<file path="src/rtl/mem_arb_pkg.sv">
// mem_arb_pkg: arbiter FSM states, access owners and default latency/starvation parameters
package mem_arb_pkg;
  typedef enum bit [2:0] {IDLE, BUSY_P, BUSY_D, DONE_P, DONE_D} arb_state_t;
  typedef enum bit {OWN_P, OWN_D} owner_t;
  localparam int MEM_LAT_DEF = 2;
  localparam int MAX_P_DEF = 4;
endpackage

</file>
<file path="src/rtl/mem_arbiter.sv">
// mem_arbiter: shares a multi-cycle single-port memory between pipeline port p_* (stalled via p_stall) and DMA port d_* (d_gnt/d_done pulses), driving mem_*; clk, async active-low rst
module mem_arbiter
  import mem_arb_pkg::*;
#(
  parameter int MEM_LAT = MEM_LAT_DEF,
  parameter int MAX_P = MAX_P_DEF,
  parameter int AW = 16,
  parameter int DW = 16
) (
  input  logic          clk,
  input  logic          rst,
  input  logic          p_re,
  input  logic          p_we,
  input  logic [AW-1:0] p_addr,
  input  logic [DW-1:0] p_wdata,
  output logic [DW-1:0] p_rdata,
  output logic          p_stall,
  input  logic          d_req,
  input  logic          d_we,
  input  logic [AW-1:0] d_addr,
  input  logic [DW-1:0] d_wdata,
  output logic          d_gnt,
  output logic          d_done,
  output logic [DW-1:0] d_rdata,
  output logic          mem_re,
  output logic          mem_we,
  output logic [AW-1:0] mem_addr,
  output logic [DW-1:0] mem_wdata,
  input  logic [DW-1:0] mem_rdata
);
  localparam int CW = MEM_LAT > 1 ? $clog2(MEM_LAT) : 1;
  localparam int SW = $clog2(MAX_P + 1);
  arb_state_t state, nxt;
  logic [CW-1:0] cnt;
  logic [SW-1:0] starve;
  logic p_any, d_win, p_win, last;
  owner_t own;
  always_comb begin
    p_any = p_re | p_we;
    d_win = d_req && (!p_any || starve == SW'(MAX_P));
    p_win = p_any && !d_win;
    last = cnt == '0;
    own = state == BUSY_D ? OWN_D : OWN_P;
    nxt = state;
    case (state)
      IDLE:    nxt = d_win ? BUSY_D : p_win ? BUSY_P : IDLE;
      BUSY_P:  nxt = last ? DONE_P : BUSY_P;
      BUSY_D:  nxt = last ? DONE_D : BUSY_D;
      default: nxt = IDLE;
    endcase
  end
  assign p_stall = rst && p_any && state != DONE_P;
  assign d_done = state == DONE_D;
  always_ff @(posedge clk or negedge rst) begin
    if (!rst) begin
      state <= IDLE;
      cnt <= '0;
      starve <= '0;
      mem_re <= 1'b0;
      mem_we <= 1'b0;
      mem_addr <= '0;
      mem_wdata <= '0;
      p_rdata <= '0;
      d_rdata <= '0;
      d_gnt <= 1'b0;
    end else begin
      state <= nxt;
      d_gnt <= state == IDLE && d_win;
      if (state == IDLE) begin
        starve <= p_win && d_req ? starve + SW'(1) : '0;
        if (d_win || p_win) begin
          mem_re <= d_win ? !d_we : p_re && !p_we;
          mem_we <= d_win ? d_we : p_we;
          mem_addr <= d_win ? d_addr : p_addr;
          mem_wdata <= d_win ? d_wdata : p_wdata;
          cnt <= CW'(MEM_LAT - 1);
        end
      end
      if (state == BUSY_P || state == BUSY_D) begin
        if (last) begin
          mem_re <= 1'b0;
          mem_we <= 1'b0;
          if (mem_re && own == OWN_P) p_rdata <= mem_rdata;
          if (mem_re && own == OWN_D) d_rdata <= mem_rdata;
        end else cnt <= cnt - CW'(1);
      end
    end
  end
endmodule

</file>
<file path="config.mk">
export PLATFORM = sky130hd
export DESIGN_NAME = mem_arbiter
export DESIGN_NICKNAME = d
export VERILOG_FILES = /design/src/rtl/mem_arb_pkg.sv /design/src/rtl/mem_arbiter.sv
export SDC_FILE = /design/constraint.sdc
export NUM_CORES = 1
export LEC_CHECK = 0
export CORE_MARGIN = 10
export CORE_UTILIZATION = 40
export DETAILED_ROUTE_END_ITERATION = 8
export GPL_TIMING_DRIVEN = 0
export HOLD_SLACK_MARGIN = 0.15
export PLACE_DENSITY = 0.79
export SLEW_MARGIN = 10
export SYNTH_ARGS = -nofsm -noshare
export SYNTH_HDL_FRONTEND = slang
export SYNTH_SLANG_ARGS = --single-unit
</file>
<file path="constraint.sdc">
create_clock -name clk -period 2.1 [get_ports clk]
set_input_delay 0.42 -clock clk [delete_from_list [all_inputs] [get_ports clk]]
set_output_delay 0.42 -clock clk [all_outputs]
set_load 0.03 [all_outputs]
</file>
==> results.md, run 1 <==
Critical path:
- The terminus of the critical flop-to-flop path is mem_wdata[6].
- Walking the worst path, the cells encountered are buf_4 > nor3_1 > dlygate4sd2_1.
- The worst-path maximum fanout is 10.
- The delay of the slowest cell on the worst path is 0.42 ns.
- The reg-to-reg critical path startpoint is starve[0].
- The arrival time reported for the critical path endpoint is 1.49 ns.
- The startpoint kind of the worst setup timing path is a flip-flop.
- The category of the worst setup path capture point is an output port.
- The kind of critical path is flip-flop to output port.
- The critical-path cell with the highest stage delay is sky130_fd_sc_hd__dlygate4sd2_1.
- The required time of the critical path is 1.68 ns.
- The register-to-register setup slack is 0.24 ns.
- The worst reg-to-reg path cell count is 6.
- In this run the worst setup path terminates at d_done.
- Tracing the worst setup path back leads to its startpoint at state[0].

Global route:
- In this run the most used layer during global routing was met2.
- The global-route met3 utilization is about 8%.
- The overall overflow remaining after global route is 0.
- For met2 alone, demand over resource in global routing was between 20 and 30%.
- The number of antenna violations at the first check in global routing is 0.
- The number of global-route vias before repair was 3400.
- The routing usage on met1 is 20.06%.
- The maximum number of pins on one net before global-route repair is 51.
- The first-pass GRT wire length is around 18000 µm.
- Global routing consumed, over all layers together, 17.29% of the routing resources.

Drt:
- The final layout contains routed wiring with a total length of ~11000 µm.
- In the routed design, unresolved DRC markers number 0.
- The total number of vias is 3209.
- The number of routed nets with antenna violations is 0.
- Dividing the detail-routed wire length by the instance count gives 19.16 µm.
- The first detailed-routing pass ran for 4 iterations.
- After detailed routing, the number of vias per cell comes to around 5.4.
- The detailed router finished its first iteration with 151 violations.

Min path:
- The class of the tightest hold or removal check is flip-flop to flip-flop.
- The beginning of the worst hold path is d_rdata[6].

Clock network:
- The clock tree from TritonCTS is built.
- The insertion delay of the later-clocked pin in the worst-skew pair is 0.34 ns.
- The root buffer cell chosen for the clock tree is sky130_fd_sc_hd__clkbuf_8.
- Counting the buffers created by CTS gives 9.
- The total clock sinks is 74.
- The clock-pin slew on the worst setup and hold paths is about 0.080 ns.
- The number of H-tree levels is 3.
- The longest clock path from root to sink contains 2 buffers.

Final layout:
- The fraction of layout cells with a size suffix above 1 is 16.67%.
- The register cell area after layout is around 1900 µm².
- The number of antenna diodes in the final layout is 0.
- Summing all non-filler instances in the final layout gives an area of ~5400 µm².
- The number of filler cells placed in the layout is 663.
- The net count of the finished layout is between 500 and 600.
- The multi-input combinational cells in the finished layout cover a total of 1394 µm².
- The filler-free cell count of the finished design is about 600.
- The area growth from synthesis to layout is 56.71%.

Floorplanning:
- The x dimension of the die is 113.1 µm.
- The placeable core region is about 8300 µm².
- The die extent in y is 113.1 µm.
- In this run the count of I/O pins placed on the die edge is 155.
- The initial utilization of the core area, before any placement, comes to 41.55%.
- The die covers 12790 µm².
- The standard-cell row count is 33.

Flow run:
- The tool flagged a number of max-cap violations equal to 0.

Yosys:
- Counting flops with a built-in enable in the synthesized netlist gives 0.
- The fraction of registers with async set or reset after synthesis is 100.0%.
- Counting every net in the synthesized netlist gives 401.
- Yosys mapped the design onto 38 distinct sky130hd cell types.
- The post-synthesis register bit count is 74.
- The post-synthesis instance area is between 3000 and 4000 µm².
- The synthesized netlist cell count is around 310.
- In the synthesized netlist the dominant register cell turns out to be sky130_fd_sc_hd__dfrtp_1.
- After synthesis, flip-flops and latches occupy 53.43% of the total area.
- For this run, the number of Yosys warnings is 0.
- Dividing the synthesized area by the synthesized cell count gives 11.07 µm².

STA:
- Setup repair after global routing left no endpoint under its margin.
- The largest clock skew in the final design is just under 0.008 ns.
- The final-report hold violation count is 0.
- Static timing analysis puts the maximum clock frequency at 522.9 MHz.
- The post-route setup TNS is 0 ns.
- Hold timing on the final database bottoms out at a slack of roughly 0.5 ns.
- In this run the tightest slew margin relative to its limit is between 60% and 70%.
- The pin slew with the least headroom to its limit is 0.5240 ns.
- The portion of the clock cycle consumed by the worst path in the final layout is 91.08%.
- Setup violations remaining at the end of the flow were counted as 0.
- Counting I/O delays and the setup requirement, the final critical path takes 1.913 ns.
- The number of pins with negative max-slew slack in the final report is 0.

Pwr:
- Power spread over the standard cell area amounts to roughly 1600 nW/µm².
- Across the VDD grid, the largest voltage drop is 0.6552 mV.
- The analysis attributes to cell leakage a power of 2.147 nW.

Placed design:
- Detailed placement finished with a half-perimeter wire length of 8815 µm.
- Routability-driven placement finished with a final weighted congestion of 0.7705.
- After detailed placement, the total cell area comes to around 5200 µm².
- Counting tap cells, the placed design contains a total of 573 instances.
- In this run the tool buffered the top-level ports with 154 buffer cells.

Outcome:
- The flow ran to the end, and the final reports show no timing, DRC or antenna violations.
## report_power, final
group          leakage, nW  total (W)  internal (W)  switching, W
registers            0.857    0.00252       0.00214      0.000386
logic                 1.17    0.00487       0.00214       0.00273
clock network        0.121    0.00133      0.000794      0.000536
## cells by family (layout without fill, tap and decap cells)
| kind of cell | after synthesis | in the layout | synth area share (%) |
|---|---|---|---|
| simple gates | 52 | 52 | 9.242 |
| compound gates | 117 | 117 | 19.60 |
| xor+xnor | 1 | 1 | 0.2528 |
| mux | 32 | 32 | 10.40 |
| fa+ha+maj | 2 | 2 | 0.7219 |
| flops | 74 | 74 | 53.43 |
| buf+inv | 35 | 208 | 6.354 |
## cell usage after synthesis, types with 3 or more instances
cell type | n | area share, %
sky130_fd_sc_hd__mux2_2 | 32 | 10
sky130_fd_sc_hd__buf_2 | 11 | 1.6
sky130_fd_sc_hd__nor2_1 | 3 | 0.32
sky130_fd_sc_hd__a31oi_1 | 33 | 6.0
sky130_fd_sc_hd__o21ai_0 | 37 | 5.3
sky130_fd_sc_hd__buf_8 | 3 | 1.3
sky130_fd_sc_hd__inv_1 | 6 | 0.65
sky130_fd_sc_hd__nand3_1 | 34 | 4.9
sky130_fd_sc_hd__buf_6 | 5 | 1.6
sky130_fd_sc_hd__dfrtp_1 | 74 | 53
sky130_fd_sc_hd__clkbuf_1 | 7 | 0.76
sky130_fd_sc_hd__a21oi_1 | 36 | 5.2
## final cells by class
class	count	area share, %
clock buffers	10	2.350
flip-flops and latches	74	34.09
well taps	105	2.419
repair buffers	157	29.35
inverters	6	0.4147
multi-input cells	204	25.66
clock inverters	6	2.073
plain buffers	29	3.640
## worst max-delay path, delay by kind of cell, from the launching register on
family | cells | cell delay (ns)
flip-flops | 1 | 0.38
buffers and inverters | 2 | 0.60
AND/OR/NAND/NOR | 1 | 0.17
## layer usage
metal / routed length [µm] / vias to the layer above
met4: 106 / 0
met2: 5353 / 135
li1: - / 1510
met5: 0 / -
met3: 1234 / 8
met1: 4632 / 1556
## registers in the layout, indices dropped and copies added, names as in the netlist
signal,count
cnt,1
d_gnt,1
d_rdata,16
mem_addr,16
mem_re,1
mem_wdata,16
mem_we,1
p_rdata,16
starve,3
state,3
## worst min-delay path by stage
stage | to | slack (ns) | cells past startpoint
4_1_cts | p_rdata[4] | 0.51 | 1
6_report | d_rdata[6] | 0.51 | 1
3_3_place_gp | d_rdata[7] | 0.49 | 1
3_5_place_dp | p_rdata[1] | 0.36 | 1
2_1_floorplan | cnt | 0.12 | 0
5_1_grt | d_rdata[12] | 0.52 | 1
## stage by stage
| step | util [%] | total power [W] | worst slack, ns |
|---|---|---|---|
| global route | 65.12 | 0.009226 | 0.05981 |
| detailed placement | 61.91 | 0.007472 | -0.4240 |
| finish | 65.12 | 0.008720 | 0.1874 |
| floorplan | - | 0.005427 | 0.4617 |
| CTS | 65.12 | 0.008808 | 0.1530 |
| global placement | 61.61 | 0.007326 | -2.939 |
## cells in the final DEF, fill, tap and decap left out, types with 2 or more instances in the layout
cell type / count
sky130_fd_sc_hd__clkbuf_1: 8
sky130_fd_sc_hd__a21oi_1: 36
sky130_fd_sc_hd__nand2_1: 2
sky130_fd_sc_hd__inv_1: 6
sky130_fd_sc_hd__buf_6: 5
sky130_fd_sc_hd__nand3_1: 34
sky130_fd_sc_hd__nor3_1: 2
sky130_fd_sc_hd__dlygate4sd2_1: 3
sky130_fd_sc_hd__clkbuf_8: 9
sky130_fd_sc_hd__buf_1: 2
sky130_fd_sc_hd__a31oi_1: 33
sky130_fd_sc_hd__mux2_2: 32
sky130_fd_sc_hd__buf_8: 3
sky130_fd_sc_hd__o21ai_0: 37
sky130_fd_sc_hd__buf_4: 2
sky130_fd_sc_hd__o31ai_1: 2
sky130_fd_sc_hd__clkdlybuf4s50_1: 149
sky130_fd_sc_hd__nor2_1: 3
sky130_fd_sc_hd__buf_2: 11
sky130_fd_sc_hd__dfrtp_1: 74
sky130_fd_sc_hd__ha_1: 2
sky130_fd_sc_hd__bufinv_16: 3
sky130_fd_sc_hd__o2bb2ai_1: 2
## what timing repair did
| item | 4_1_cts | 5_1_grt |
|---|---|---|
| hold endpoints to repair | 24 | 0 |
| resized for setup | 7 | 0 |
| hold buffers | 2 | 0 |
| setup buffers | 0 | 0 |
| endpoints found under the setup margin | 2 | 0 |
Note: power is estimated with default switching activity, not from simulation.
==> inputs of run 2 (changes only) <==
--- a/config.mk
+++ b/config.mk
@@ -9,8 +9,9 @@
 export CORE_UTILIZATION = 40
 export DETAILED_ROUTE_END_ITERATION = 8
 export GPL_TIMING_DRIVEN = 0
-export HOLD_SLACK_MARGIN = 0.15
+export HOLD_SLACK_MARGIN = 0.12
 export PLACE_DENSITY = 0.79
+export REMOVE_ABC_BUFFERS = 1
 export SLEW_MARGIN = 10
 export SYNTH_ARGS = -nofsm -noshare
 export SYNTH_HDL_FRONTEND = slang
==> results.md, run 2 (synthesis results as in run 1) <==
Floorplanning:
- From left edge to right edge, the die measures roughly 110 µm.
- In this run the standard cell core region covers 8341 µm².
- Measured along the y axis, the die boundary spans around 110 µm.
- The initial core utilization is 41.55%.
- During I/O placement, the number of pins put on the boundary was 155.
- The overall die area is approximately 13000 µm².
- The standard-cell row count is 33.

Final layout:
- The area growth from synthesis to layout is 50.11%.
- The final non-filler cell area is around 5200 µm².
- Leaving out fill and tap cells, the most frequent cell in the layout is sky130_fd_sc_hd__clkdlybuf4s50_1.
- The number of antenna diodes in the final layout is 0.
- In the final design database the tool counted 542 nets.
- In the layout the commonest cells are sky130_fd_sc_hd__clkdlybuf4s50_1, sky130_fd_sc_hd__dfrtp_1, sky130_fd_sc_hd__o21ai_0.
- The register cell area after layout is 1853 µm².
- The multi-input logic area is ~1400 µm².
- Cells with a size suffix above 1 make up ~14% of the layout.
- The filler cells instantiated in the layout total 686.

Pwr:
- The leakage dissipation is 2.013 nW.
- Of the total power, combinational logic draws between 50% and 60%.
- IR analysis of the VDD net gives a maximum drop of between 0.5 and 0.6 mV.
- Sequential cells account for about a third of the total power.
- The share of total power in the clock network is 11.9%.
- The fraction of power spent switching nets is between 40 and 50%.
- The cell-internal power is 0.004561 W.
- The power density normalized to cell area is 1570 nW/µm².
- The net switching component of the power is 0.003606 W.

Critical path:
- Along the worst path, the maximum fanout reaches 7.
- The critical path in this run is classified as input pin to output port.
- The critical-path cell with the highest stage delay is sky130_fd_sc_hd__dlygate4sd2_1.
- On the worst path, the slowest cell contributes a delay of 0.42 ns.
- The critical path goes through dlygate4sd2_1 > o21ai_0 > a31oi_1 > dlygate4sd2_1.
- The startpoint kind of the worst setup timing path is an input pin.
- Data on the critical path arrives at its endpoint at 1.58 ns.
- STA classifies the critical path endpoint as an output port.
- The cell seen most often among critical-path stages is sky130_fd_sc_hd__dlygate4sd2_1.
- STA puts the critical path data required time at 1.68 ns.
- The worst reg-to-reg path cell count is 5.

Clock network:
- The maximum buffer depth of the clock tree is 2.
- The number of CTS-inserted buffers is 9.
- The insertion delay of the later-clocked pin in the worst-skew pair is 0.34 ns.
- Post-CTS timing repair inserted 0 buffers for setup.
- The number of H-tree levels is 3.
- The clock-pin slew on the worst setup and hold paths is ~0.07 ns.
- The cell at the root of the clock tree is sky130_fd_sc_hd__clkbuf_8.
- The tree built by TritonCTS fans out to 74 sinks.
- TritonCTS built the clock tree.

Drt:
- Using the TritonRoute via totals, the vias-per-cell ratio works out to approximately 5.6.
- In this run the remaining antenna-violating nets after routing total 0.
- The total number of vias is between 3000 and 4000.
- The detailed router finished its first iteration with about 120 violations.
- The final layout contains routed wiring with a total length of 11060 µm.
- The first detailed-routing pass ran for 4 iterations.
- For this run, design rule violations remaining after detail routing come to 0.
- The average routed wire per standard cell is 19.65 µm.

STA:
- For this run, the top clock speed supported by timing is 499.2 MHz.
- The number of pins with negative max-slew slack in the final report is 0.
- Headroom to the max-slew limit came out at 37.66%.
- Setup repair after global routing left no endpoint under its margin.
- The final-report hold violation count is 0.
- The worst hold slack after final layout is 0.5060 ns.
- The final setup violation count is 0.
- The portion of the clock cycle consumed by the worst path in the final layout is 95.39%.
- For the pin with the worst max-slew slack, the measured transition is between 0.9 and 1 ns.
- The final worst slack is 0.09681 ns.
- The largest clock skew in the final design is 0.009058 ns.
- For the finished layout, the period the worst path requires is about 2 ns.

Outcome:
- The flow ran to the end, and the final reports show no timing, DRC or antenna violations.

Global route:
- The overall overflow remaining after global route is 0.
- The number of global-route vias before repair is around 3200.
- Entering global routing, the biggest net connects 42 pins.
- Global routing consumed, over all layers together, 16.24% of the routing resources.
- The first-pass GRT wire length is approximately 17000 µm.
- The number of antenna violations at the first check in global routing is 0.

Placed design:
- The number of I/O port buffers is 154.
- The global placement routability congestion is 0.7775.
- The sum of net half-perimeters after detailed placement is 7755 µm.
- At the placement stage, the worst setup path has a slack of -0.5798 ns.
- Once placement finished, the instance area stood at 4992 µm².

Min path:
- The count of cells along the worst hold path is 1.
- The worst hold path belongs to the class flip-flop to flip-flop.

Flow run:
- The max-cap check violation count is 0.
## run 2: critical path: cells and delay by family
kind	cells	cell delay [ns]
buf+inv	2	0.84
compound gates	2	0.32
## run 2: power groups by stage
| stage | sequential, W | combinational, W | clock, W |
|---|---|---|---|
| final | 0.00261 | 0.00458 | 0.000971 |
| after detailed placement | 0.00263 | 0.00463 | 0 |
| after global routing | 0.00271 | 0.00487 | 0.00105 |
| after floorplan | 0.00386 | 0.00131 | 0 |
| after CTS | 0.00261 | 0.00463 | 0.00100 |
| after global placement | 0.00259 | 0.00448 | 0 |
## run 2: worst paths after layout
kind	startpoint	end	slack, ns
max	p_re	p_stall	0.1
max in group asynchronous	rst	mem_wdata[14]	1.15
min	d_rdata[9]	d_rdata[9]	0.51
min reg2reg	d_rdata[9]	d_rdata[9]	0.51
min in group asynchronous	rst	d_rdata[3]	0.74
max reg2reg	starve[0]	mem_addr[14]	0.22
## run 2: metrics by stage
step / TNS, ns / total power, W / cells / utilization, %
after floorplan: 0 / 0.005172 / 284 / -
after global placement: -201.69 / 0.007070 / 543 / 59.24
after detailed placement: -18.11 / 0.007265 / 545 / 59.86
after CTS: 0 / 0.008245 / 562 / 62.20
after global routing: 0 / 0.008629 / 563 / 62.38
final: 0 / 0.008166 / 563 / 62.38
## run 2: area by class of cell
class / instances / share of cell area [%]
multi-input cells: 204 / 27.27
flip-flops and latches: 74 / 35.62
clock buffers: 10 / 2.646
inverters: 6 / 0.5051
repair inverters: 1 / 0.1443
repair buffers: 158 / 30.69
well taps: 105 / 2.525
clock inverters: 5 / 0.6013
## run 2: what timing repair did
action / 4_1_cts / 5_1_grt
gates resized for setup: 5 / 4
pin swaps: 0 / 1
gates cloned: 0 / 1
hold buffers: 2 / 0
endpoints found under the hold margin: 35 / 0
endpoints found under the setup margin: 35 / 33
## run 2: layer usage
layer	up-vias	global-route usage, %	share of wire [%]
met1	1512	20.15	43
met2	160	24.46	44
li1	1449	-	-
met5	-	0	0
met4	0	4.907	1.1
met3	10	7.765	12
==> inputs of run 3 (changes only) <==
--- a/config.mk
+++ b/config.mk
@@ -8,8 +8,8 @@
 export CORE_MARGIN = 10
 export CORE_UTILIZATION = 40
 export DETAILED_ROUTE_END_ITERATION = 8
-export GPL_TIMING_DRIVEN = 0
 export HOLD_SLACK_MARGIN = 0.12
+export MAX_ROUTING_LAYER = met4
 export PLACE_DENSITY = 0.79
 export REMOVE_ABC_BUFFERS = 1
 export SLEW_MARGIN = 10
==> results.md, run 3 (synthesis results as in run 1) <==
Outcome:
- The flow ran to the end, and the final reports show no timing, DRC or antenna violations.

STA:
- The number of pins with negative max-slew slack in the final report is 0.
- The worst hold slack after final layout is between 0.2 and 0.3 ns.
- Summed over all failing endpoints, the final setup total negative slack is 0 ns.
- The maximum frequency from static timing analysis is between 400 and 500 MHz.
- Setup repair after global routing left no endpoint under its margin.
- Between clock sinks in the finished design, the worst skew comes to between 0.006 and 0.007 ns.
- Setup violations remaining at the end of the flow were counted as 0.
- The pin slew with the least headroom to its limit is 0.9469 ns.
- The relative slew slack is 36.87%.
- The final-report hold violation count is 0.
- Dividing the final minimum period by the clock period gives a little over nine tenths.
- The routed design could run at a clock period as short as between 2 and 2.5 ns.

Final layout:
- In the layout the commonest cells are sky130_fd_sc_hd__clkdlybuf4s50_1, sky130_fd_sc_hd__dfrtp_1, sky130_fd_sc_hd__o21ai_0.
- The area growth from synthesis to layout is 54.26%.
- The final non-filler cell area is 5346 µm².
- The repair_antennas step left the layout with diodes totalling 0.
- Leaving out filler cells and counting taps, the final layout contains 579.
- The fraction of layout cells with a size suffix above 1 is 16.88%.
- The net count of the finished layout is 557.
- The leading cell type in the layout, fill and taps excluded is sky130_fd_sc_hd__clkdlybuf4s50_1.

Drt:
- The count of nets left with antenna violations once routing finished came out at 0.
- The detailed router finished its first iteration with roughly 140 violations.
- For this block, the via count after detailed routing is roughly 3200.
- Dividing the detail-routed via count by the number of cells gives 5.468.
- The wire length after detailed routing is 11110 µm.
- The pre-antenna-repair detailed-routing pass consisted of 4 iterations.
- The average routed wire per standard cell is 19.18 µm.
- The number of DRC violations after detailed routing is 0.

Pwr:
- The fraction of power spent switching nets is 42.37%.
- The cell-internal power is roughly 0.005 W.
- Of the total power, the clock network draws 15.7%.
- VDD sags by at most about 0.63 mV.
- For this design the ratio of total power to cell area is 1617 nW/µm².
- Combinational logic is responsible for between 50% and 60% of the overall power.
- In this run, flip-flops and latches consume 29.5% of the power.
- The net switching component of the power is 0.003662 W.
- The leakage dissipation is 2.105 nW.

Critical path:
- The worst setup path is captured at an output port.
- The worst-path maximum fanout is 2.
- For this run, the slowest stage of the critical path takes 0.70 ns.
- Data arrives at the worst endpoint at 1.61 ns.
- The dominant delay contributor by cell family on the critical path is buffers and inverters.
- The critical path is of the flip-flop to output port type.
- Counting both buffers and inverters, the worst setup path holds a total of 1.
- The startpoint kind of the worst setup timing path is a flip-flop.
- Walking the worst path, the cells encountered are nor3_1 > clkdlybuf4s50_1.
- The required time of the critical path is roughly 1.7 ns.
- The critical-path cell with the highest stage delay is sky130_fd_sc_hd__clkdlybuf4s50_1.

Global route:
- Entering global routing, the biggest net connects 75 pins.
- The first-pass GRT wire length is 18020 µm.
- The number of antenna violations at the first check in global routing is 0.
- The overall overflow remaining after global route is 0.
- The number of global-route vias before repair is 3396.
- The overall routing resource usage is 17.55%.

Clock network:
- The post-CTS setup repair buffer count is 0.
- After clock tree synthesis, the clock-pin slew on the worst setup and hold paths is 0.08 ns.
- The number of H-tree levels is 3.
- TritonCTS built the clock tree.
- At the later pin of the worst-skew pair, clock insertion delay measures between 0.3 and 0.4 ns.
- The cell at the root of the clock tree is sky130_fd_sc_hd__clkbuf_8.
- In this run, CTS created clock tree buffers numbering 9.
- The count of instances resized after the clock tree is built is 0.
- No sink is reached through more buffers than the 2 on the longest clock path.
- The count of hold-fix buffers inserted at cts is 0.
- CTS saw 74 sinks.

Placed design:
- The placed cell count is ~560.
- Port buffering added 154 buffers.
- The congestion estimate from routability-driven global placement came to ~0.78.
- The sum of net half-perimeters after detailed placement is slightly above 8000 µm.
- In this run the cell area measured after placement is 5099 µm².

Floorplanning:
- The placeable core region is 8341 µm².
- The initial core utilization is 41.55%.
- The x dimension of the die is 113.1 µm.
- The overall die area is about 13000 µm².
- The die extent in y is 113.1 µm.
- During I/O placement, the number of pins put on the boundary was between 150 and 200.
- The standard-cell row count is 33.

Flow run:
- Across the run, the number of max-cap violations was 0.

Min path:
- The class of the tightest hold or removal check is input pin to async pin.
[run 3: changes by cell type in the layout (fill, tap and decap cells not counted), moves of 3 or more]
cell                              previous run  this run
sky130_fd_sc_hd__dlygate4sd2_1               4         0
sky130_fd_sc_hd__clkdlybuf4s50_1           148       152
sky130_fd_sc_hd__buf_4                       1        21
sky130_fd_sc_hd__bufinv_16                   0         3
sky130_fd_sc_hd__clkinv_2                    3         0
sky130_fd_sc_hd__inv_6                       0         3
[run 3: final cells by class]
| type | count | area [µm²] |
|---|---|---|
| fillers | 651 | 2994 |
| flip-flops and latches | 74 | 1852 |
| repair buffers | 174 | 1699 |
| multi-input cells | 204 | 1394 |
| well taps | 105 | 131.4 |
| clock buffers | 9 | 123.9 |
| clock inverters | 7 | 123.9 |
| inverters | 6 | 22.52 |
[run 3: final timing paths]
check                            from  depth (start not counted)       endpoint  slack [ns]
max                          state[1]                          2         d_done        0.07
min                               rst                          2       state[0]        0.29
max reg2reg                  state[1]                          4  mem_wdata[11]        0.33
min reg2reg                p_rdata[7]                          1     p_rdata[7]        0.51
max in group asynchronous         rst                          2      starve[0]        1.15
min in group clk           p_rdata[7]                          1     p_rdata[7]        0.51
[run 3: per-stage QoR]
stage	power, W	util [%]	setup slack, ns
5_1_grt	0.009178	64.10	0.01283
3_5_place_dp	0.007360	61.13	0.1034
4_1_cts	0.008743	64.10	0.04243
2_1_floorplan	0.005172	-	0.3994
3_3_place_gp	0.007202	61.13	0.1842
6_report	0.008644	64.10	0.06672
[run 3: worst register-to-register path: stages (launching register included)]
cell and delay [ns]:
sky130_fd_sc_hd__dfrtp_1 0.39, sky130_fd_sc_hd__buf_4 0.17, sky130_fd_sc_hd__or3_4 0.45, sky130_fd_sc_hd__nor2_8 0.42, sky130_fd_sc_hd__a31oi_1 0.19
[run 3: routing by layer]
layer	up-vias	share of wire, %	global-route usage (%)
li1	1482	-	-
met1	1520	43	21.43
met2	150	45	26.31
met4	0	1.3	4.653
met3	14	11	7.184
met5	-	0	-
[run 3: power by group through the flow]
stage	logic (W)	clock network, W	registers (W)
after floorplan	0.00131	0	0.00386
after global placement	0.00467	0	0.00253
after detailed placement	0.00478	0	0.00258
after CTS	0.00479	0.00140	0.00255
after global routing	0.00508	0.00145	0.00265
final	0.00473	0.00136	0.00255
